$ cat src/rtl/clock_time_ctrl.sv
// Purpose: HH:MM:SS sequencer (1 s prescaler, wrap decode, time-set FSM, blink strobe) for three external BCD counters.
// Latency: strobes are registered and appear 1 clk after a tick; button strobes appear 3 clk after the raw input rises.
// Backpressure: none; the counters must accept every one-cycle en/clr strobe.
//
// Ports:
//   clk, rst_n                   clock, asynchronous active-low reset
//   btn_mode, btn_inc            raw pre-debounced push-buttons (async to clk)
//   sec_bcd, min_bcd, hr_bcd     current {tens,ones} values of the counters
//   sec_en/min_en/hr_en          one-cycle increment strobes
//   sec_clr/min_clr/hr_clr       one-cycle synchronous clear strobes
//   mode                         00=RUN, 01=SET_HH, 10=SET_MM
//   blink                        blank strobe for the field being set, 0 in RUN
//
// Optional feature macro: CLOCK_TIME_CTRL_AUTOREPEAT_EN (auto-repeat of btn_inc while held in a set mode).
module clock_time_ctrl #(
    parameter int CLK_DIV    = 50000000,
    parameter int BLINK_DIV  = 12500000,
    parameter int REPEAT_DIV = 10000000
) (
    input  logic       clk,
    input  logic       rst_n,
    input  logic       btn_mode,
    input  logic       btn_inc,
    input  logic [7:0] sec_bcd,
    input  logic [7:0] min_bcd,
    input  logic [7:0] hr_bcd,
    output logic       sec_en,
    output logic       min_en,
    output logic       hr_en,
    output logic       sec_clr,
    output logic       min_clr,
    output logic       hr_clr,
    output logic [1:0] mode,
    output logic       blink
);

    typedef enum logic [1:0] {
        RUN    = 2'b00,
        SET_HH = 2'b01,
        SET_MM = 2'b10
    } state_t;

    localparam int PS_W = $clog2(CLK_DIV + 1);
    localparam int BL_W = $clog2(BLINK_DIV + 1);
    localparam logic [PS_W-1:0] PS_MAX = PS_W'(CLK_DIV - 1);
    localparam logic [BL_W-1:0] BL_MAX = BL_W'(BLINK_DIV - 1);

    state_t          state;
    logic            start_pend;
    logic            mode_s1, mode_s2, mode_d;
    logic            inc_s1, inc_s2, inc_d;
    logic            mode_evt, inc_raw, inc_evt;
    logic [PS_W-1:0] ps_cnt;
    logic [BL_W-1:0] bl_cnt;
    logic            tick;
    logic            sec_top, sec_bad, min_top, min_bad, hr_wrap;

    // Two-flop synchronizers followed by a rising-edge detector per button.
    always_ff @(posedge clk or negedge rst_n) begin
        if (!rst_n) begin
            mode_s1 <= 1'b0;
            mode_s2 <= 1'b0;
            mode_d  <= 1'b0;
            inc_s1  <= 1'b0;
            inc_s2  <= 1'b0;
            inc_d   <= 1'b0;
        end else begin
            mode_s1 <= btn_mode;
            mode_s2 <= mode_s1;
            mode_d  <= mode_s2;
            inc_s1  <= btn_inc;
            inc_s2  <= inc_s1;
            inc_d   <= inc_s2;
        end
    end

    assign mode_evt = mode_s2 & ~mode_d;
    assign inc_raw  = inc_s2 & ~inc_d;

`ifdef CLOCK_TIME_CTRL_AUTOREPEAT_EN
    // Hold counter restarts at each fresh press; the first repeat fires
    // 4*REPEAT_DIV clk after the press, then it reloads so that later
    // repeats are REPEAT_DIV apart.
    localparam int RP_W = $clog2(4 * REPEAT_DIV + 1);
    localparam logic [RP_W-1:0] RP_FIRE   = RP_W'(4 * REPEAT_DIV - 1);
    localparam logic [RP_W-1:0] RP_RELOAD = RP_W'(3 * REPEAT_DIV);

    logic [RP_W-1:0] rp_cnt;
    logic            rep_evt;

    assign rep_evt = (state != RUN) && inc_s2 && !inc_raw && (rp_cnt == RP_FIRE);

    always_ff @(posedge clk or negedge rst_n) begin
        if (!rst_n) begin
            rp_cnt <= '0;
        end else if ((state == RUN) || !inc_s2 || mode_evt || inc_raw) begin
            rp_cnt <= '0;
        end else if (rp_cnt == RP_FIRE) begin
            rp_cnt <= RP_RELOAD;
        end else begin
            rp_cnt <= rp_cnt + 1'b1;
        end
    end

    assign inc_evt = inc_raw | rep_evt;
`else
    assign inc_evt = inc_raw;
`endif

    // Prescaler runs only in RUN; any non-RUN cycle or a mode change holds
    // it at 0 so the first tick after returning to RUN is CLK_DIV clk later.
    always_ff @(posedge clk or negedge rst_n) begin
        if (!rst_n) begin
            ps_cnt <= '0;
        end else if ((state != RUN) || mode_evt || (ps_cnt == PS_MAX)) begin
            ps_cnt <= '0;
        end else begin
            ps_cnt <= ps_cnt + 1'b1;
        end
    end

    assign tick = (state == RUN) && (ps_cnt == PS_MAX);

    // Full 8-bit decode: exact terminal values carry, anything outside the
    // legal range is cleared (no carry) so a glitched counter self-repairs.
    assign sec_top = (sec_bcd == 8'h59);
    assign sec_bad = (sec_bcd[3:0] > 4'd9) || (sec_bcd > 8'h59);
    assign min_top = (min_bcd == 8'h59);
    assign min_bad = (min_bcd[3:0] > 4'd9) || (min_bcd > 8'h59);
    assign hr_wrap = (hr_bcd[3:0] > 4'd9) || (hr_bcd >= 8'h23);

    always_ff @(posedge clk or negedge rst_n) begin
        if (!rst_n) begin
            state      <= RUN;
            start_pend <= 1'b1;
            sec_en     <= 1'b0;
            min_en     <= 1'b0;
            hr_en      <= 1'b0;
            sec_clr    <= 1'b0;
            min_clr    <= 1'b0;
            hr_clr     <= 1'b0;
        end else begin
            sec_en  <= 1'b0;
            min_en  <= 1'b0;
            hr_en   <= 1'b0;
            sec_clr <= 1'b0;
            min_clr <= 1'b0;
            hr_clr  <= 1'b0;
            if (start_pend) begin
                // First clk after reset release zeroes the whole chain.
                start_pend <= 1'b0;
                sec_clr    <= 1'b1;
                min_clr    <= 1'b1;
                hr_clr     <= 1'b1;
            end else begin
                case (state)
                    RUN: begin
                        if (mode_evt) begin
                            state   <= SET_HH;
                            sec_clr <= 1'b1;
                        end else if (tick) begin
                            if (sec_top) begin
                                sec_clr <= 1'b1;
                                if (min_top) begin
                                    min_clr <= 1'b1;
                                    if (hr_wrap) hr_clr <= 1'b1;
                                    else         hr_en  <= 1'b1;
                                end else if (min_bad) begin
                                    min_clr <= 1'b1;
                                end else begin
                                    min_en <= 1'b1;
                                end
                            end else if (sec_bad) begin
                                sec_clr <= 1'b1;
                            end else begin
                                sec_en <= 1'b1;
                            end
                        end
                    end
                    SET_HH: begin
                        if (mode_evt) begin
                            state <= SET_MM;
                        end else if (inc_evt) begin
                            if (hr_wrap) hr_clr <= 1'b1;
                            else         hr_en  <= 1'b1;
                        end
                    end
                    SET_MM: begin
                        if (mode_evt) begin
                            state <= RUN;
                        end else if (inc_evt) begin
                            if (min_top || min_bad) min_clr <= 1'b1;
                            else                    min_en  <= 1'b1;
                        end
                    end
                    default: state <= RUN;
                endcase
            end
        end
    end

    assign mode = state;

    // Blink phase restarts from 0 on every entry into a set mode and is
    // already low in the first RUN cycle after leaving SET_MM.
    always_ff @(posedge clk or negedge rst_n) begin
        if (!rst_n) begin
            bl_cnt <= '0;
            blink  <= 1'b0;
        end else if ((state == RUN) || ((state == SET_MM) && mode_evt)) begin
            bl_cnt <= '0;
            blink  <= 1'b0;
        end else if (bl_cnt == BL_MAX) begin
            bl_cnt <= '0;
            blink  <= ~blink;
        end else begin
            bl_cnt <= bl_cnt + 1'b1;
        end
    end

endmodule

$ cat config.mk
export PLATFORM = sky130hd
export DESIGN_NAME = clock_time_ctrl
export DESIGN_NICKNAME = d
export VERILOG_FILES = /design/src/rtl/clock_time_ctrl.sv
export SDC_FILE = /design/constraint.sdc
export NUM_CORES = 1
export LEC_CHECK = 0
export CAP_MARGIN = 10
export CORE_MARGIN = 5
export CORE_UTILIZATION = 50
export CTS_CLUSTER_SIZE = 24
export DETAILED_ROUTE_END_ITERATION = 10
export MAX_ROUTING_LAYER = met4
export PLACE_DENSITY = 0.7
export SYNTH_ARGS = -nofsm -noshare
export SYNTH_HDL_FRONTEND = slang
export SYNTH_SLANG_ARGS = --single-unit
$ cat constraint.sdc
create_clock -name clk -period 4.9 [get_ports clk]
set_input_delay 0.98 -clock clk [delete_from_list [all_inputs] [get_ports clk]]
set_output_delay 0.98 -clock clk [all_outputs]
set_load 0.1 [all_outputs]
Yosys cells after proc, flatten, opt, wreduce, memory -nomap -nowiden --
Index checks and enable logic that the tools add are counted.
Storage, ports and cells: output and inout bits 9, input bits 28, flip-flop bits (word level) 66, logic and storage cells 112
Operators by class: reduce and logical (&&, ||, !) cells 13, mux-type cells 59, eq/ne operators 9, $lt $le $gt $ge 6, bitwise logic cells 6, add/sub/neg operators 2
Operators with widths (number):
- 1-bit two-way mux | 48
- 24-bit two-way mux | 2
- 26-bit by 1-bit adder with 26-bit output (second input constant) | 1
- 26-bit equality test (second input constant) | 1
- 26-bit two-way mux | 1
- 24-bit by 1-bit adder with 24-bit output (second input constant) | 1
- 24-bit equality test (second input constant) | 1
- 8-bit by 7-bit equality test with 1-bit output (second input constant) | 2
- 8-bit by 7-bit greater-than comparator with 1-bit output (second input constant) | 2
- 4-bit greater-than comparator (second input constant) | 3
- 8-bit by 6-bit greater-or-equal comparator with 1-bit output (second input constant) | 1
- 1-bit one-hot mux with 2 select lines | 4
- 1-bit logical OR | 7
- 2-bit two-way mux | 3
- 2-bit != test (second input constant) | 3
- 2-bit one-hot mux with 3 select lines | 1
- 1-bit inverter | 4
- 4-bit AND reduction | 1
- 2-bit nonzero test | 2
- 1-bit bitwise AND | 2
- 2-bit by 1-bit equality test with 1-bit output (second input constant) | 1
- 2-bit equality test (second input constant) | 1
- 1-bit logical AND | 2
- 2-bit zero test | 1

Logic depth before layout (Yosys ltp) --
Gate-level depths: netlist of run 1.
depth after elaboration 9, depth in mapped cells 7, gate-level depth less buffers 6

Worst setup path before layout of run 1 --
No wires, ideal clock.
path type input port to flip-flop, start input port sec_bcd[4], end register hr_en, arrival time 2151 ps, path slack 2669 ps, required time 4820 ps, stages on the path 5, setup time 80 ps, path buffers 0, cells stage by stage nand4_1 > or3_1 > or4_4 > o21ai_2 > nor3b_2
On the way: word-level cells in the longest chain between the ends 6
RTL lines:
- from (decl) | line 24 | input logic [7:0] sec_bcd,
- 8-bit by 7-bit equality test with 1-bit output | line 126 | assign sec_top = (sec_bcd == 8'h59);
- 1-bit two-way mux | line 162 | if (sec_top) begin
- 1-bit two-way mux | line 161 | end else if (tick) begin
- 1-bit two-way mux | line 158 | if (mode_evt) begin
- 1-bit one-hot mux with 2 select lines | line 156 | case (state)
- 1-bit two-way mux | line 149 | if (start_pend) begin
- to (signal assigned) | line 145 | hr_en <= 1'b0;
- to (signal assigned) | line 167 | else hr_en <= 1'b1;
- to (signal assigned) | line 185 | else hr_en <= 1'b1;
- to (decl) | line 29 | output logic hr_en,
Every way passes these cells. A chain may end at the register's enable or synchronous reset.

Worst setup path after layout of run 1 --
start register state[0] (netlist: mode[0]), end output port mode[0]
RTL lines:
- from (decl) | line 48 | state_t state;
- from (signal assigned) | line 134 | state <= RUN;
- from (signal assigned) | line 159 | state <= SET_HH;
- from (signal assigned) | line 182 | state <= SET_MM;
- to (decl) | line 33 | output logic [1:0] mode,
No word-level cell between the ends.

==> qor.yml, run 1 <==
fin_crit_sh_pct: 61.5
grt_pass1_vias: 2384
r2r_end: "bl_cnt[15]$_DFF_PN0_"
crit_required_ns: 3.92
p_leak_uw: 0.00163
status: "finished, final reports clean"
worstPathCellList: "clkdlybuf4s50_1"
grt_usage_pct: 16.2
worst_ep_arrival_time_ns: 2.03
worst_hold_path_type: "reg2reg"
ys_seq_area_share_pct: 51.5
die_h_um: 90.1
synthArstFlopShare_pct: 100
crit_path_end_kind: "primary output"
dr.pass1.iters: 4
ys_seq_elements: 66
cts.clk_slew.worst_paths_ns: 0.07
num-nets-final: 380
ys.flop_type: "dfrtp_1"
slew_violations: 0
worst-path-buf-inv: 1
relSlewSlack_pct: 33.7
routed_wl_mm: 5.86
vias: 2312
skew_ns: 0.0115
cts_tree: "done"
netlist_area_mm2: 0.00321
post_cts_resized: 0
postSynthCellCount: 310
cpLargestDelayFamily: "buffers and inverters"
grt_max_degree: 67
holdBufCountCts: 0
h-tree-depth: 3
largest_reg_flops: 26
finalWorstSetupSlack_ns: 1.89
diodes: 0
root_buffer: "clkbuf_8"
fill_cells: 525
core-area_mm2: 0.00631
overflow: 0
area_growth_syn_to_layout_pct: 19.1
p_sw_share_pct: 31.3
slowest_stage: "clkdlybuf4s50_1"
cts.sinks: 66
drive_gt1_share_pct: 9.86
clock_latency_ns: 0.33
setup_viol: 0
cts.path.max_buffers: 2
gp_congestion: 0.778
setup.worst_path.end: "mode[0]"
cp-startpoint: "mode[0]$_DFFE_PN0P_"
die-area_mm2: 0.00812
portBuffers: 36
vdd_drop_max_uv: 283
die_w_um: 90.1
hold_viol: 0
drt_iter0_drc: 166
grt_antenna_before_repair: 0
start_kind: "flop"
critPathMaxStageDelay_ns: 1.20
dpl_worst_slack_ns: 2.06
regMostFlops: "ps_cnt"
hpwlAfterDp_mm: 4.04
p_per_area_mw_per_mm2: 359
numCtsBuffers: 9
pwr-share-comb_pct: 20.0
rsz0062_at_grt: "false"
worst_slew_pin_slew_ns: 0.992
worstSetupPathType: "reg2out"
synth-edff-count: 0
start_util_pct: 50.8
ant_nets: 0
clkPwrFrac_pct: 35.0
synth.distinct_cells: 51
p_switching_uw: 430
fin_tns_setup_ns: 0
max_freq_mhz: 332
period_minus_slack_ns: 3.01
drc: 0
post_cts_buffers: 0
num_io_pins: 37
p_int_uw: 944
seq_power_share_pct: 45.0
synth_nets: 340
viasPerCell: 5.35
reg2reg_depth: 5
maxCapViolCount: 0
critPathMaxFanout: 8
r2r-start: "bl_cnt[0]$_DFF_PN0_"
grt_pass1_wl_mm: 10.7
ys_warn_count: 0
syn_avg_cell_area_um2: 10.3
crit_cells: 1
drt-wirelength-per-cell_um: 13.6
rows: 29
rrSetupSlack_ns: 2.75
cell usage in the layout, fill, tap and decap left out, types with 2 or more instances in the layout:
cell	netlist	layout
clkdlybuf4s50_1	0	35
nand3_1	19	19
a21oi_1	3	3
bufinv_16	0	2
nand3_2	2	2
xnor2_1	15	15
nor4b_1	3	3
o31ai_1	2	2
nor4_2	3	3
nor2_1	62	62
ha_1	2	2
nand4_1	17	17
and4_1	4	4
nand2_1	15	15
a21o_1	2	2
and3_1	11	11
inv_1	4	4
or3_1	2	2
nand3b_1	2	2
o21ai_0	4	4
xor2_1	32	32
clkbuf_1	1	2
dfrtp_1	65	65
clkbuf_8	1	9
nor4_1	2	2
clkinv_2	0	2
nor3_1	6	6
cells in the mapped netlist, types with 2 or more instances:
cell type	count	share of area (%)
o21ai_0	4	0.62
and3_1	11	2.1
nand3_1	19	3.0
and4_1	4	1.1
nand4_1	17	3.3
a21oi_1	3	0.47
a21o_1	2	0.47
nor3_1	6	0.94
inv_1	4	0.47
buf_2	3	0.47
xnor2_1	15	4.1
ha_1	2	0.78
dfrtp_1	65	51
nand3b_1	2	0.47
nor2_1	62	7.3
xor2_1	32	8.7
or3_1	2	0.39
nor4_2	3	1.2
nor4_1	2	0.39
nand3_2	2	0.62
o31ai_1	2	0.47
nand2_1	15	1.8
buf_4	3	0.70
nor4b_1	3	0.82
power groups by stage:
stage | logic (uW) | clock network, uW | registers, uW
floorplan | 146 | 0 | 689
global placement | 275 | 0 | 626
detailed placement | 280 | 0 | 628
CTS | 281 | 495 | 618
global route | 304 | 523 | 625
finish | 275 | 481 | 618
layout make-up:
class / instances / area (um^2) / share of cell area (%)
clock buffer: 11 / 131 / 3.44
clock inverter: 5 / 78.8 / 2.06
inverter: 4 / 15.0 / 0.393
multi-input combinational: 232 / 1490 / 38.9
sequential: 66 / 1650 / 43.2
tap: 77 / 96.3 / 2.52
timing repair buffer: 37 / 363 / 9.49
how the worst min path moves through the flow:
| stage | start | to | depth (start not counted) |
|---|---|---|---|
| after floorplan | inc_s1$_DFF_PN0_ | inc_s2$_DFF_PN0_ | 0 |
| after global placement | inc_s1$_DFF_PN0_ | inc_s2$_DFF_PN0_ | 0 |
| after detailed placement | inc_s1$_DFF_PN0_ | inc_s2$_DFF_PN0_ | 0 |
| after CTS | inc_s1$_DFF_PN0_ | inc_s2$_DFF_PN0_ | 0 |
| after global routing | inc_s1$_DFF_PN0_ | inc_s2$_DFF_PN0_ | 0 |
| final | inc_s1$_DFF_PN0_ | inc_s2$_DFF_PN0_ | 0 |
through the flow:
| stage | hold WS (ns) | utilization, % | power, uW | cell area [um^2] | instances |
|---|---|---|---|---|---|
| after floorplan | 0.331 | - | 835 | 3210 | 310 |
| after global placement | 0.333 | 57.2 | 901 | 3610 | 416 |
| after detailed placement | 0.336 | 57.2 | 908 | 3610 | 416 |
| after CTS | 0.353 | 60.5 | 1390 | 3820 | 432 |
| after global routing | 0.359 | 60.5 | 1450 | 3820 | 432 |
| final | 0.352 | 60.5 | 1370 | 3820 | 432 |
cells by family (layout without fill, tap and decap cells):
logic type               Yosys count  count (layout)  share of synthesized area (%)
AO/OA/AOI/OAI                     16              16                           3.32
XOR/XNOR                          47              47                           12.8
adder cells (fa/ha/maj)            2               2                          0.780
buffers and inverters             12              57                           2.18
flip-flops                        66              66                           51.5
other                              1               1                          0.117
AND/OR/NAND/NOR                  166             166                           29.3
per-layer routing:
layer / vias to the layer above / global-route usage (%) / routed length (um)
li1: 1148 / - / -
met1: 1106 / 21.4 / 2960
met2: 52 / 23.8 / 2540
met3: 6 / 3.76 / 270
met4: 0 / 7.07 / 85
met5: - / - / 0
Note: power is estimated with default switching activity, not from simulation.
==> run 2: changes to the inputs <==
==> constraint.sdc (replaced) <==
create_clock -name clk -period 2.96 [get_ports clk]
set_input_delay 0.592 -clock clk [delete_from_list [all_inputs] [get_ports clk]]
set_output_delay 0.592 -clock clk [all_outputs]
set_load 0.1 [all_outputs]
==> run 2 against run 1 <==
Net effect:
- setup slack worse by 1.1 ns
- critical path type is now in2reg
- sequential share of layout area is 0.14 points lower
- clock power is 81% higher
- power is 72% higher
- clock-buffer cell count is 1 higher
==> qor.yml, run 2 (synthesized netlist as in run 1, its figures left out) <==
ant_nets: 0
postPlaceCellArea_mm2: 0.00360
period_minus_slack_ns: 2.13
viasPerCell: 5.41
num-nets-final: 381
gr-usage-met2_pct: 24.6
final_util_pct: 60.7
area_growth_syn_to_layout_pct: 19.5
num_io_pins: 37
grt_pass1_vias: 2436
root_buffer: "clkbuf_8"
overflow: 0
cts.sinks: 66
drt-wirelength-per-cell_um: 14.0
post_cts_buffers: 0
vias: 2342
die_w_um: 90.1
rsz0062_at_grt: "false"
fin_crit_sh_pct: 72.0
worst_hold_path_type: "reg2reg"
fin_tns_setup_ns: 0
die_h_um: 90.1
grt_pass1_wl_mm: 11.2
maxCapViolCount: 0
clock_latency_ns: 0.33
core-area_mm2: 0.00631
drt_iter0_drc: 120
design_area_mm2: 0.00383
dp.cells: 417
grt_use_met3_pct: 5.09
status: "finished, final reports clean"
holdBufCountCts: 0
gp_congestion: 0.753
relSlewSlack_pct: 45.9
routed_wl_mm: 6.07
cts_tree: "done"
hold_viol: 0
p_leak_uw: 0.00166
use_met1_pct: 22.2
setup_viol: 0
rows: 29
portBuffers: 36
crit_required_ns: 3.21
worst_ep_arrival_time_ns: 2.38
final_cell_mix: "dfrtp_1, nor2_1, xor2_1"
diodes: 0
crit_path_end_kind: "flop"
stdcell_count: 433
critPathMaxFanout: 3
largest_reg_flops: 26
skew_ns: 0.00958
worst_slew_pin_slew_ns: 0.812
dr.pass1.iters: 4
max_freq_mhz: 469
drc: 0
start_kind: "input port"
slew_violations: 0
numCtsBuffers: 9
grt_max_degree: 67
layout_commonest_cell: "dfrtp_1"
start_util_pct: 50.8
grt-busiest-layer: "met2"
cts.clk_slew.worst_paths_ns: 0.07
die-area_mm2: 0.00812
worstSetupPathType: "in2reg"
grt_usage_pct: 16.8
p_per_area_mw_per_mm2: 615
fill_cells: 535
grt_antenna_before_repair: 0
post_cts_resized: 0
regMostFlops: "ps_cnt"
drive_gt1_share_pct: 13.2
hpwlAfterDp_mm: 4.15
h-tree-depth: 3
vdd_drop_max_uv: 524
cts.path.max_buffers: 2
[run 2: per-layer routing]
layer	vias up	wire (um)
li1	1154	-
met5	-	0
met4	0	48
met3	4	318
met1	1134	2990
met2	50	2700
[run 2: worst paths after layout]
| kind | slack (ns) | from | to | depth (start not counted) |
|---|---|---|---|---|
| worst max-delay path | 0.83 | sec_bcd[6] | hr_en$_DFF_PN0_ | 6 |
| worst min-delay path | 0.36 | mode_s1$_DFF_PN0_ | mode_s2$_DFF_PN0_ | 0 |
| worst min register to register | 0.36 | mode_s1$_DFF_PN0_ | mode_s2$_DFF_PN0_ | 0 |
| min in group asynchronous | 0.42 | rst_n | ps_cnt[21]$_DFF_PN0_ | 2 |
| worst max register to register | 0.95 | ps_cnt[0]$_DFF_PN0_ | ps_cnt[8]$_DFF_PN0_ | 6 |
| max in group asynchronous | 1.99 | rst_n | hr_en$_DFF_PN0_ | 2 |
[run 2: area by class of cell]
type | count | area, um^2 | area share [%]
Tap cell | 77 | 96.3 | 2.51
Clock inverter | 4 | 72.6 | 1.89
Inverter | 4 | 15.0 | 0.392
Timing Repair Buffer | 38 | 348 | 9.07
Multi-Input combinational cell | 232 | 1490 | 38.7
Clock buffer | 12 | 165 | 4.31
Sequential cell | 66 | 1650 | 43.1
[run 2: where the power goes]
group / internal, uW / leakage [uW] / total [uW] / switching [uW]
clock network: 542 / 0.000119 / 871 / 329
logic: 138 / 0.000650 / 459 / 321
registers: 955 / 0.000890 / 1030 / 71.6
total: 1630 / 0.00166 / 2360 / 722
[run 2: stage by stage]
step           hold slack [ns]  worst slack (ns)  total power [uW]
2_1_floorplan            0.296             0.937              1380
3_3_place_gp             0.332             0.558              1500
3_5_place_dp             0.344             0.481              1510
4_1_cts                  0.361             0.817              2390
5_1_grt                  0.373             0.740              2490
6_report                 0.357             0.829              2360
[run 2: worst max-delay path, stage by stage]
cell and delay (ns):
clkdlybuf4s50_1 0.49, nand4_1 0.10, or3_1 0.36, or4_4 0.53
o21ai_2 0.14, nor3b_2 0.17
==> run 3: changes to the inputs <==
==> constraint.sdc (replaced) <==
create_clock -name clk -period 2.1 [get_ports clk]
set_input_delay 0.42 -clock clk [delete_from_list [all_inputs] [get_ports clk]]
set_output_delay 0.42 -clock clk [all_outputs]
set_load 0.1 [all_outputs]
==> run 3 against run 2 <==
Net effect:
- clock power rose by 37%
- sequential cell count unchanged
- critical path depth unchanged
- clock-buffer cell count unchanged
- largest cell class unchanged
- largest power group unchanged
==> qor.yml, run 3 (synthesized netlist as in run 1, its figures left out) <==
fin_crit_sh_pct: 92.5
final_util_pct: 62.2
rows: 29
area_growth_syn_to_layout_pct: 22.4
cts.clk_slew.worst_paths_ns: 0.07
worstSetupPathType: "in2reg"
dp.cells: 422
worst-path-buf-inv: 1
post_cts_buffers: 0
vias: 2351
grt_pass1_wl_mm: 10.8
holdBufCountCts: 0
worst_ep_arrival_time_ns: 2.20
num_io_pins: 37
final_cell_mix: "dfrtp_1, nor2_1, xor2_1"
clkPwrFrac_pct: 34.8
h-tree-depth: 3
design_area_mm2: 0.00393
post_cts_resized: 0
skew_ns: 0.0119
grt_antenna_before_repair: 0
stdcell_count: 438
power_uw: 3410
portBuffers: 36
slew_violations: 0
worstPathCellList: "clkdlybuf4s50_1, nand4_1, or3_1, or4_4, o21ai_2, nor3b_2"
r2r_end: "bl_cnt[18]$_DFF_PN0_"
max_freq_mhz: 515
core-area_mm2: 0.00631
viasPerCell: 5.37
rrSetupSlack_ns: 0.32
drive_gt1_share_pct: 14.1
drc: 0
vdd_drop_max_uv: 762
crit_required_ns: 2.36
critPathMaxFanout: 3
die_w_um: 90.1
critPathMaxStageDelay_ns: 0.53
regMostFlops: "ps_cnt"
setup_viol: 0
dr.pass1.iters: 4
p_sw_share_pct: 30.1
die_h_um: 90.1
numCtsBuffers: 9
rsz0062_at_grt: "false"
num-nets-final: 386
gp_congestion: 0.792
ant_nets: 0
p_leak_uw: 0.00170
die-area_mm2: 0.00812
routed_wl_mm: 5.93
cts.sinks: 66
overflow: 0
drt_iter0_drc: 122
worst_hold_path_type: "in2async"
largest_reg_flops: 26
hpwlAfterDp_mm: 4.17
hold_viol: 0
p_int_uw: 2390
cpLargestDelayFamily: "simple AND/OR/NAND/NOR gates"
crit_path_end_kind: "flop"
root_buffer: "clkbuf_8"
seq_power_share_pct: 42.1
grt_max_degree: 67
cts.path.max_buffers: 2
reg2reg_depth: 6
grt_pass1_vias: 2348
pwr-share-comb_pct: 23.0
maxCapViolCount: 0
period_minus_slack_ns: 1.94
p_per_area_mw_per_mm2: 869
postPlaceCellArea_mm2: 0.00370
clock_latency_ns: 0.34
r2r-start: "bl_cnt[0]$_DFF_PN0_"
layout_commonest_cell: "dfrtp_1"
diodes: 0
p_switching_uw: 1030
start_util_pct: 50.8
grt_usage_pct: 16.5
cts_tree: "done"
relSlewSlack_pct: 66.0
slowest_stage: "or4_4"
worst_slew_pin_slew_ns: 0.503
status: "finished, final reports clean"
start_kind: "input port"
drt-wirelength-per-cell_um: 13.5
run 3: cell types whose count changed in the layout (fill, tap and decap cells not counted), sizes merged:
| cell | before | now |
|---|---|---|
| buf | 12 | 17 |
| clkinv | 1 | 2 |
| clkinvlp | 1 | 0 |
run 3: per-stage QoR:
step	TNS, ns	hold slack, ns	setup WS [ns]
3_5_place_dp	-0.388	0.336	-0.195
5_1_grt	0	0.0922	0.106
6_report	0	0.0780	0.158
2_1_floorplan	0	0.124	0.0770
4_1_cts	0	0.0880	0.153
3_3_place_gp	-0.244	0.332	-0.132
run 3: worst max-delay path by stage:
stage	from	cells after the start	slack, ns	to
after floorplan	mode[1]$_DFFE_PN0P_	5	0.08	hr_en$_DFF_PN0_
after global placement	sec_bcd[6]	6	-0.13	hr_en$_DFF_PN0_
after detailed placement	sec_bcd[6]	6	-0.20	hr_en$_DFF_PN0_
after CTS	sec_bcd[6]	6	0.15	hr_en$_DFF_PN0_
after global routing	bl_cnt[0]$_DFF_PN0_	6	0.11	bl_cnt[18]$_DFF_PN0_
final	sec_bcd[6]	6	0.16	hr_en$_DFF_PN0_
run 3: cell type report:
cell class | count | area [um^2]
tap | 77 | 96.3
inverter | 4 | 15.0
clock inverter | 4 | 73.8
sequential | 66 | 1650
multi-input combinational | 232 | 1490
timing repair buffer | 43 | 448
fill | 511 | 2390
clock buffer | 12 | 155
run 3: power by group through the flow:
stage | combinational, uW | clock, uW | sequential [uW]
3_3_place_gp | 797 | 0 | 1460
3_5_place_dp | 799 | 0 | 1460
4_1_cts | 802 | 1220 | 1440
6_report | 785 | 1190 | 1440
2_1_floorplan | 340 | 0 | 1610
5_1_grt | 859 | 1290 | 1450
run 3: metal layers:
layer | GRT usage, % | up-vias | wire [um]
li1 | - | 1156 | -
met1 | 21.3 | 1130 | 2900
met2 | 23.8 | 59 | 2600
met3 | 5.43 | 6 | 344
met4 | 6.82 | 0 | 87
met5 | - | - | 0
